File: config.mk
export PLATFORM = sky130hd
export DESIGN_NAME = controlador_botoes
export DESIGN_NICKNAME = d
export VERILOG_FILES = /design/src/rtl/botoes_pkg.sv /design/src/rtl/controlador_botoes_canal.sv /design/src/rtl/controlador_botoes.sv
export SDC_FILE = /design/constraint.sdc
export NUM_CORES = 1
export LEC_CHECK = 0
export CAP_MARGIN = 20
export CORE_MARGIN = 2
export CORE_UTILIZATION = 56
export CTS_BUF_LIST = sky130_fd_sc_hd__clkbuf_8
export DETAILED_ROUTE_END_ITERATION = 12
export PLACE_DENSITY = 0.74
export SLEW_MARGIN = 20
export SYNTH_ARGS = -nofsm -noshare
export SYNTH_HDL_FRONTEND = slang
export SYNTH_SLANG_ARGS = --single-unit
File: constraint.sdc
create_clock -name clk -period 4.75 [get_ports clk]
set_input_delay 1.1875 -clock clk [delete_from_list [all_inputs] [get_ports clk]]
set_output_delay 1.1875 -clock clk [all_outputs]
set_load 0.1 [all_outputs]
File: src/rtl/botoes_pkg.sv
`default_nettype none
// ============================================================================
//  Module   : botoes_pkg
//  Purpose  : Shared types for the push-button controller: the per-channel
//             debounce FSM state encoding.
//  Revision : 1.0 - initial release
// ============================================================================
package botoes_pkg;

  localparam int unsigned ESTADO_W = 3;

  // Per-channel debounce / hold state machine encoding.
  typedef enum logic [ESTADO_W-1:0] {
    SOLTO       = 3'd0,  // released, idle
    CONF_PRESS  = 3'd1,  // confirming a press
    PRESSIONADO = 3'd2,  // press accepted, counting towards long-press
    LONGO       = 3'd3,  // long-press reached, auto-repeat running
    CONF_SOLTA  = 3'd4   // confirming a release
  } estado_t;

  // True for the states in which the debounced level reads as pressed.
  function automatic logic nivel_de(input estado_t e);
    return (e == PRESSIONADO) || (e == LONGO) || (e == CONF_SOLTA);
  endfunction

endpackage : botoes_pkg
`default_nettype wire

File: src/rtl/controlador_botoes_canal.sv
`default_nettype none
// ============================================================================
//  Module   : controlador_botoes_canal
//  Purpose  : One button channel: 2-flop synchroniser, debounce FSM with a
//             shared counter, and registered level / event-pulse outputs.
//  Revision : 1.0 - initial release
// ============================================================================
module controlador_botoes_canal
  import botoes_pkg::*;
#(
  parameter int unsigned DEBOUNCE_CICLOS = 1000,
  parameter int unsigned LONGO_CICLOS    = 50000,
  parameter int unsigned REPETE_CICLOS   = 10000,
  parameter bit          REPETE_EN       = 1'b1,
  parameter int unsigned CNT_W           = 16
) (
  input  logic clk,
  input  logic rst,
  input  logic b_i,
  output logic nivel_o,
  output logic press_o,
  output logic solta_o,
  output logic longo_o,
  output logic repete_o
);

  // Terminal counts, pre-sized to the counter width.
  localparam logic [CNT_W-1:0] C_DEB_FIM    = CNT_W'(DEBOUNCE_CICLOS - 1);
  localparam logic [CNT_W-1:0] C_LONGO_FIM  = CNT_W'(LONGO_CICLOS - 1);
  localparam logic [CNT_W-1:0] C_REPETE_FIM = CNT_W'(REPETE_CICLOS - 1);
  localparam logic [CNT_W-1:0] C_CNT_MAX    = '1;

  logic             sync1_q;
  logic             sync2_q;
  estado_t          estado_q;
  logic [CNT_W-1:0] cnt_q;
  logic [CNT_W-1:0] cnt_inc_d;
  logic [CNT_W-1:0] cnt_sat_d;
  logic             longo_flag_q;
  logic             nivel_q;
  logic             press_q;
  logic             solta_q;
  logic             longo_q;
  logic             repete_q;
  logic             s;

  assign s = sync2_q;

  // Counter increment candidates: plain and saturating (used while long-held
  // without auto-repeat, so the counter never wraps back into a repeat).
  always_comb begin
    cnt_inc_d = cnt_q + 1'b1;
    cnt_sat_d = (cnt_q == C_CNT_MAX) ? cnt_q : cnt_inc_d;
  end

  // Two-flop synchroniser for the asynchronous raw button level.
  always_ff @(posedge clk or posedge rst) begin
    if (rst) begin
      sync1_q <= 1'b0;
      sync2_q <= 1'b0;
    end else begin
      sync1_q <= b_i;
      sync2_q <= sync1_q;
    end
  end

  // Debounce / hold FSM with registered level and single-cycle event pulses.
  always_ff @(posedge clk or posedge rst) begin
    if (rst) begin
      estado_q     <= SOLTO;
      cnt_q        <= '0;
      longo_flag_q <= 1'b0;
      nivel_q      <= 1'b0;
      press_q      <= 1'b0;
      solta_q      <= 1'b0;
      longo_q      <= 1'b0;
      repete_q     <= 1'b0;
    end else begin
      press_q  <= 1'b0;
      solta_q  <= 1'b0;
      longo_q  <= 1'b0;
      repete_q <= 1'b0;
      case (estado_q)
        SOLTO: begin
          if (s) begin
            estado_q <= CONF_PRESS;
            cnt_q    <= '0;
          end
        end
        CONF_PRESS: begin
          if (!s) begin
            estado_q <= SOLTO;
            cnt_q    <= '0;
          end else if (cnt_q == C_DEB_FIM) begin
            estado_q <= PRESSIONADO;
            cnt_q    <= '0;
            press_q  <= 1'b1;
            nivel_q  <= 1'b1;
          end else begin
            cnt_q <= cnt_inc_d;
          end
        end
        PRESSIONADO: begin
          if (!s) begin
            estado_q     <= CONF_SOLTA;
            cnt_q        <= '0;
            longo_flag_q <= 1'b0;
          end else if (cnt_q == C_LONGO_FIM) begin
            estado_q <= LONGO;
            cnt_q    <= '0;
            longo_q  <= 1'b1;
          end else begin
            cnt_q <= cnt_inc_d;
          end
        end
        LONGO: begin
          if (!s) begin
            estado_q     <= CONF_SOLTA;
            cnt_q        <= '0;
            longo_flag_q <= 1'b1;
          end else if (REPETE_EN && (cnt_q == C_REPETE_FIM)) begin
            cnt_q    <= '0;
            repete_q <= 1'b1;
          end else begin
            cnt_q <= cnt_sat_d;
          end
        end
        CONF_SOLTA: begin
          if (s) begin
            // A bounce during release resumes the hold; no new press event.
            estado_q <= longo_flag_q ? LONGO : PRESSIONADO;
            cnt_q    <= '0;
          end else if (cnt_q == C_DEB_FIM) begin
            estado_q <= SOLTO;
            cnt_q    <= '0;
            solta_q  <= 1'b1;
            nivel_q  <= 1'b0;
          end else begin
            cnt_q <= cnt_inc_d;
          end
        end
        default: begin
          estado_q <= SOLTO;
          cnt_q    <= '0;
          nivel_q  <= 1'b0;
        end
      endcase
    end
  end

  assign nivel_o  = nivel_q;
  assign press_o  = press_q;
  assign solta_o  = solta_q;
  assign longo_o  = longo_q;
  assign repete_o = repete_q;

  // The registered level must always agree with the state it was set for.
  logic nivel_coerente;
  assign nivel_coerente = (nivel_q == nivel_de(estado_q));

endmodule : controlador_botoes_canal
`default_nettype wire

File: src/rtl/controlador_botoes.sv
`default_nettype none
// ============================================================================
//  Module   : controlador_botoes
//  Purpose  : N independent debounced push-button channels producing clean
//             levels and single-cycle press / release / long / repeat pulses.
//  Revision : 1.0 - initial release
// ============================================================================
module controlador_botoes
  import botoes_pkg::*;
#(
  parameter int unsigned N_BOTOES        = 4,
  parameter int unsigned DEBOUNCE_CICLOS = 1000,
  parameter int unsigned LONGO_CICLOS    = 50000,
  parameter int unsigned REPETE_CICLOS   = 10000,
  parameter bit          REPETE_EN       = 1'b1,
  parameter int unsigned CNT_W           = 16
) (
  input  logic                clk,
  input  logic                rst,
  input  logic [N_BOTOES-1:0] b_in,
  output logic [N_BOTOES-1:0] b_nivel,
  output logic [N_BOTOES-1:0] b_press,
  output logic [N_BOTOES-1:0] b_solta,
  output logic [N_BOTOES-1:0] b_longo,
  output logic [N_BOTOES-1:0] b_repete
);

  // One fully independent channel per button.
  for (genvar i = 0; i < N_BOTOES; i++) begin : g_canal
    controlador_botoes_canal #(
      .DEBOUNCE_CICLOS (DEBOUNCE_CICLOS),
      .LONGO_CICLOS    (LONGO_CICLOS),
      .REPETE_CICLOS   (REPETE_CICLOS),
      .REPETE_EN       (REPETE_EN),
      .CNT_W           (CNT_W)
    ) u_canal (
      .clk      (clk),
      .rst      (rst),
      .b_i      (b_in[i]),
      .nivel_o  (b_nivel[i]),
      .press_o  (b_press[i]),
      .solta_o  (b_solta[i]),
      .longo_o  (b_longo[i]),
      .repete_o (b_repete[i])
    );
  end : g_canal

endmodule : controlador_botoes
`default_nettype wire
==> results.txt <==
The final routed wire length divided by cell count came out at 15.7 µm. The maximum single-stage delay on the critical path is 1.14 ns. Setup repair after global routing left no endpoint under its margin. The area taken by flip-flops and latches came out at 0.00270 mm². The signal on the critical path passes through clkdlybuf4s50_1. Tracing the worst setup path back leads to its startpoint at g_canal[3].u_canal.nivel_o. In this run the register-to-register setup slack is 1.97 ns. The number of hold violations in the final report came out at 0. The synthesized flop and latch total is 108.

The area growth from synthesis to layout is 5.94%. IR analysis of the VDD net gives a maximum drop of 0.192 mV. For this design the top-level I/O count stands at 26. The area of all placed cells without fillers is 0.00657 mm². The final antenna diode count is 0. The number of antenna violations at the first check in global routing came out at 0.

The area of combinational cells with multiple inputs is 0.00313 mm². The deepest clock path buffer count is 2. The critical path depth in cells is 1.

The number of buffers and inverters on the critical path is 1. Of the total synthesized cell area, the portion taken by XOR and XNOR cells is 0.0325. The congestion estimate from routability-driven global placement came to 0.902. The static leakage is 2.52 nW. The total clock sinks came out at 108. The wire length of the first global-routing pass is 21900 µm. The cell total after placement is 793. The total wirelength of the detailed-routed design is 12700 µm. The H-tree level count is 3. The routed design could run at a clock period as short as 3.10 ns. TritonCTS built the clock tree.

In this run the critical register-to-register path is launched from g_canal[1].u_canal.cnt_q[9]. Setup violations remaining at the end of the flow were counted as 0. The area of the placeable core came out at 0.0108 mm². STA classifies the critical path startpoint as a flop. The category of the worst setup path capture point is a primary output. Power spread over the standard cell area amounts to 279 mW/mm². The synthesized design contains 0 enable-type register cells. The post-route worst setup slack came out at 1.65 ns. The share of the clock period used by the worst path after layout came out at 0.652. The post-synthesis share of cell area spent on and, or, nand and nor gates came out at 0.298.

The headroom to the max-slew limit came out at 0.348. The endpoint of the worst-slack reg-to-reg timing path is g_canal[1].u_canal.cnt_q[11]. The part of the Yosys area used for sequential elements came out at 0.436. The worst setup timing slack at the placement stage came out at 2.07 ns. The fraction of the core area covered by cells at the end of the flow is 0.606. The fraction of layout instances using a drive strength above 1 came out at 0.0688. Leaving out fill and tap cells, the most frequent cell in the layout is dfrtp_1.

The required time at the worst-slack endpoint came out at 3.56 ns. Once detail routing completed, the nets flagged for antenna violations numbered 0. The floorplan step set the die width to 109 µm. Entering global routing, the biggest net connects 62 pins. The number of buffers added for setup after CTS is 0. The count of cell types in the netlist came out at 70. The slew at the pin with the worst max-slew slack came out at 0.976 ns.

The maximum clock frequency came out at 0.323 GHz. The post-synthesis async set-or-reset flop share is 1.00. The number of buffers added to fix hold violations after cts is 0. The final clock skew is 0.0136 ns. The HPWL after detailed placement came out at 8870 µm. The post-cts sizing count came out at 0. The first-pass iteration count of the detailed router came out at 5. By area, the combinational part of the netlist is dominated by simple AND/OR/NAND/NOR gates. The post-detailed-route DRC marker count came out at 0. The vertical die dimension came out at 109 µm. The portion of synthesized area spent on multiplexers is 0.00868. The total overflow left after global routing is 0. The first routing iteration left 345 violations. In the synthesized netlist the dominant register cell turns out to be dfrtp_1. The via density per instance came out at 6.39. The path class of the lowest-slack min-delay path is reg -> reg.

On the critical path, the stage with the largest delay is an instance of clkdlybuf4s50_1. The net count after synthesis came out at 687. The final cell count without fillers came out at 809. The biggest fanout along the worst timing path is 3. In this run the mean area of a mapped cell was 9.15 µm². Summed over all failing endpoints, the final setup total negative slack is 0 ns. The clock tree root buffer cell is clkbuf_8.

The flip-flop count of the largest register, all copies and words added came out at 64. The via count is 5169. The adder-cell area share of the yosys netlist came out at 0.00808.

The effective utilization at floorplan is 0.572. The number of max-capacitance violations reported is 0. The capturing element of the worst setup path is b_nivel[3].

The number of nets in the finished design is 674. In this run the cell area measured after placement is 0.00636 mm². The worst register-to-register path has a depth of 6. The number of placement rows is 38.

The flow ran to the end, and the final reports show no timing, DRC or antenna violations. Input and output buffers added on the ports amount to 25. After technology mapping, the gate count stands at 677. The worst path arrival time is 1.91 ns. The area fraction in compound gates after synthesis was 0.157.

The final max-slew violation count came out at 0. The overall track demand over capacity in global routing came out at 0.227. The filler cells instantiated in the layout total 948. The clock slew at the register clock pins of the worst setup and hold paths came out at 0.10 ns. The die footprint came out at 0.0119 mm².

The largest register by flop count is g_canal.u_canal.cnt_q. The via count of the first global-routing pass is 4748. The clock insertion delay at the later pin of the skew report came out at 0.39 ns. The cell family contributing the most delay on the critical path is buffers and inverters.

The number of clock buffers added by TritonCTS is 9. In the final layout, the registers with the most flip-flops are g_canal.u_canal.cnt_q x64, g_canal.u_canal.estado_q x12. The worst setup path is of the reg -> out kind. The library cells used most frequently in the layout, excluding fill and tap cells, are dfrtp_1, nor2_1, nand2_1.

The area of the mapped netlist came out at 0.00620 mm². The count of synthesis-stage warnings from yosys came out at 0.
-- layer usage --
layer  up-vias  routed length (µm)  GRT usage
met2       125                6100      0.372
met5         -                   0          0
li1       2479                   -          -
met4         0                 203     0.0832
met3        19                 628     0.0454
met1      2546                5760      0.300
-- cells in the mapped netlist (all sizes together), types with 15 or more instances --
library cell | instances | area (µm²)
nand4 | 15 | 93.8
nand2 | 57 | 214
o31ai | 16 | 120
or4 | 17 | 128
nor2 | 58 | 218
nor4 | 20 | 176
clkbuf | 20 | 75.1
dfrtp | 108 | 2700
a21oi | 41 | 205
o21ai | 30 | 150
nand3 | 33 | 165
buf | 34 | 231
nor3 | 22 | 121
or3 | 16 | 100
xnor2 | 21 | 184
inv | 18 | 67.6
-- layout make-up --
| class | instances | share of cell area |
|---|---|---|
| clock buffers | 10 | 0.0210 |
| flip-flops and latches | 108 | 0.412 |
| repair buffers | 30 | 0.0438 |
| inverters | 18 | 0.0107 |
| clock inverters | 6 | 0.00991 |
| well taps | 140 | 0.0267 |
| multi-input cells | 497 | 0.476 |
-- worst min path at each step --
stage,startpoint,endpoint,slack [ns],depth (start not counted)
6_report,g_canal[0].u_canal.sync1_q,g_canal[0].u_canal.s,0.36,0
5_1_grt,g_canal[1].u_canal.sync1_q,g_canal[1].u_canal.s,0.38,0
4_1_cts,g_canal[1].u_canal.sync1_q,g_canal[1].u_canal.s,0.37,0
3_5_place_dp,g_canal[0].u_canal.sync1_q,g_canal[0].u_canal.s,0.34,0
3_3_place_gp,g_canal[0].u_canal.sync1_q,g_canal[0].u_canal.s,0.33,0
2_1_floorplan,g_canal[0].u_canal.sync1_q,g_canal[0].u_canal.s,0.33,0
-- where the power goes --
part,internal (mW),switching (mW),total [mW]
sequential,0.950,0.0591,1.01
clock,0.257,0.324,0.581
combinational,0.0811,0.163,0.244
total,1.29,0.546,1.83
-- through the flow --
step                hold WS (ns)  total power [mW]
finish                     0.363              1.83
global route               0.376              1.92
CTS                        0.368              1.85
detailed placement         0.341              1.27
global placement           0.333              1.26
floorplan                  0.331              1.21
-- cell families (layout without fill, tap and decap cells) --
logic type | Yosys count | after routing
AOI/OAI and AO/OA | 148 | 148
xor gates and xnor gates | 23 | 23
adders and majority gates | 4 | 4
buffers and inverters | 72 | 64
DFF | 108 | 108
muxes | 5 | 5
and+or+nand+nor | 317 | 317
No activity file was read; power rests on OpenSTA's default activity.
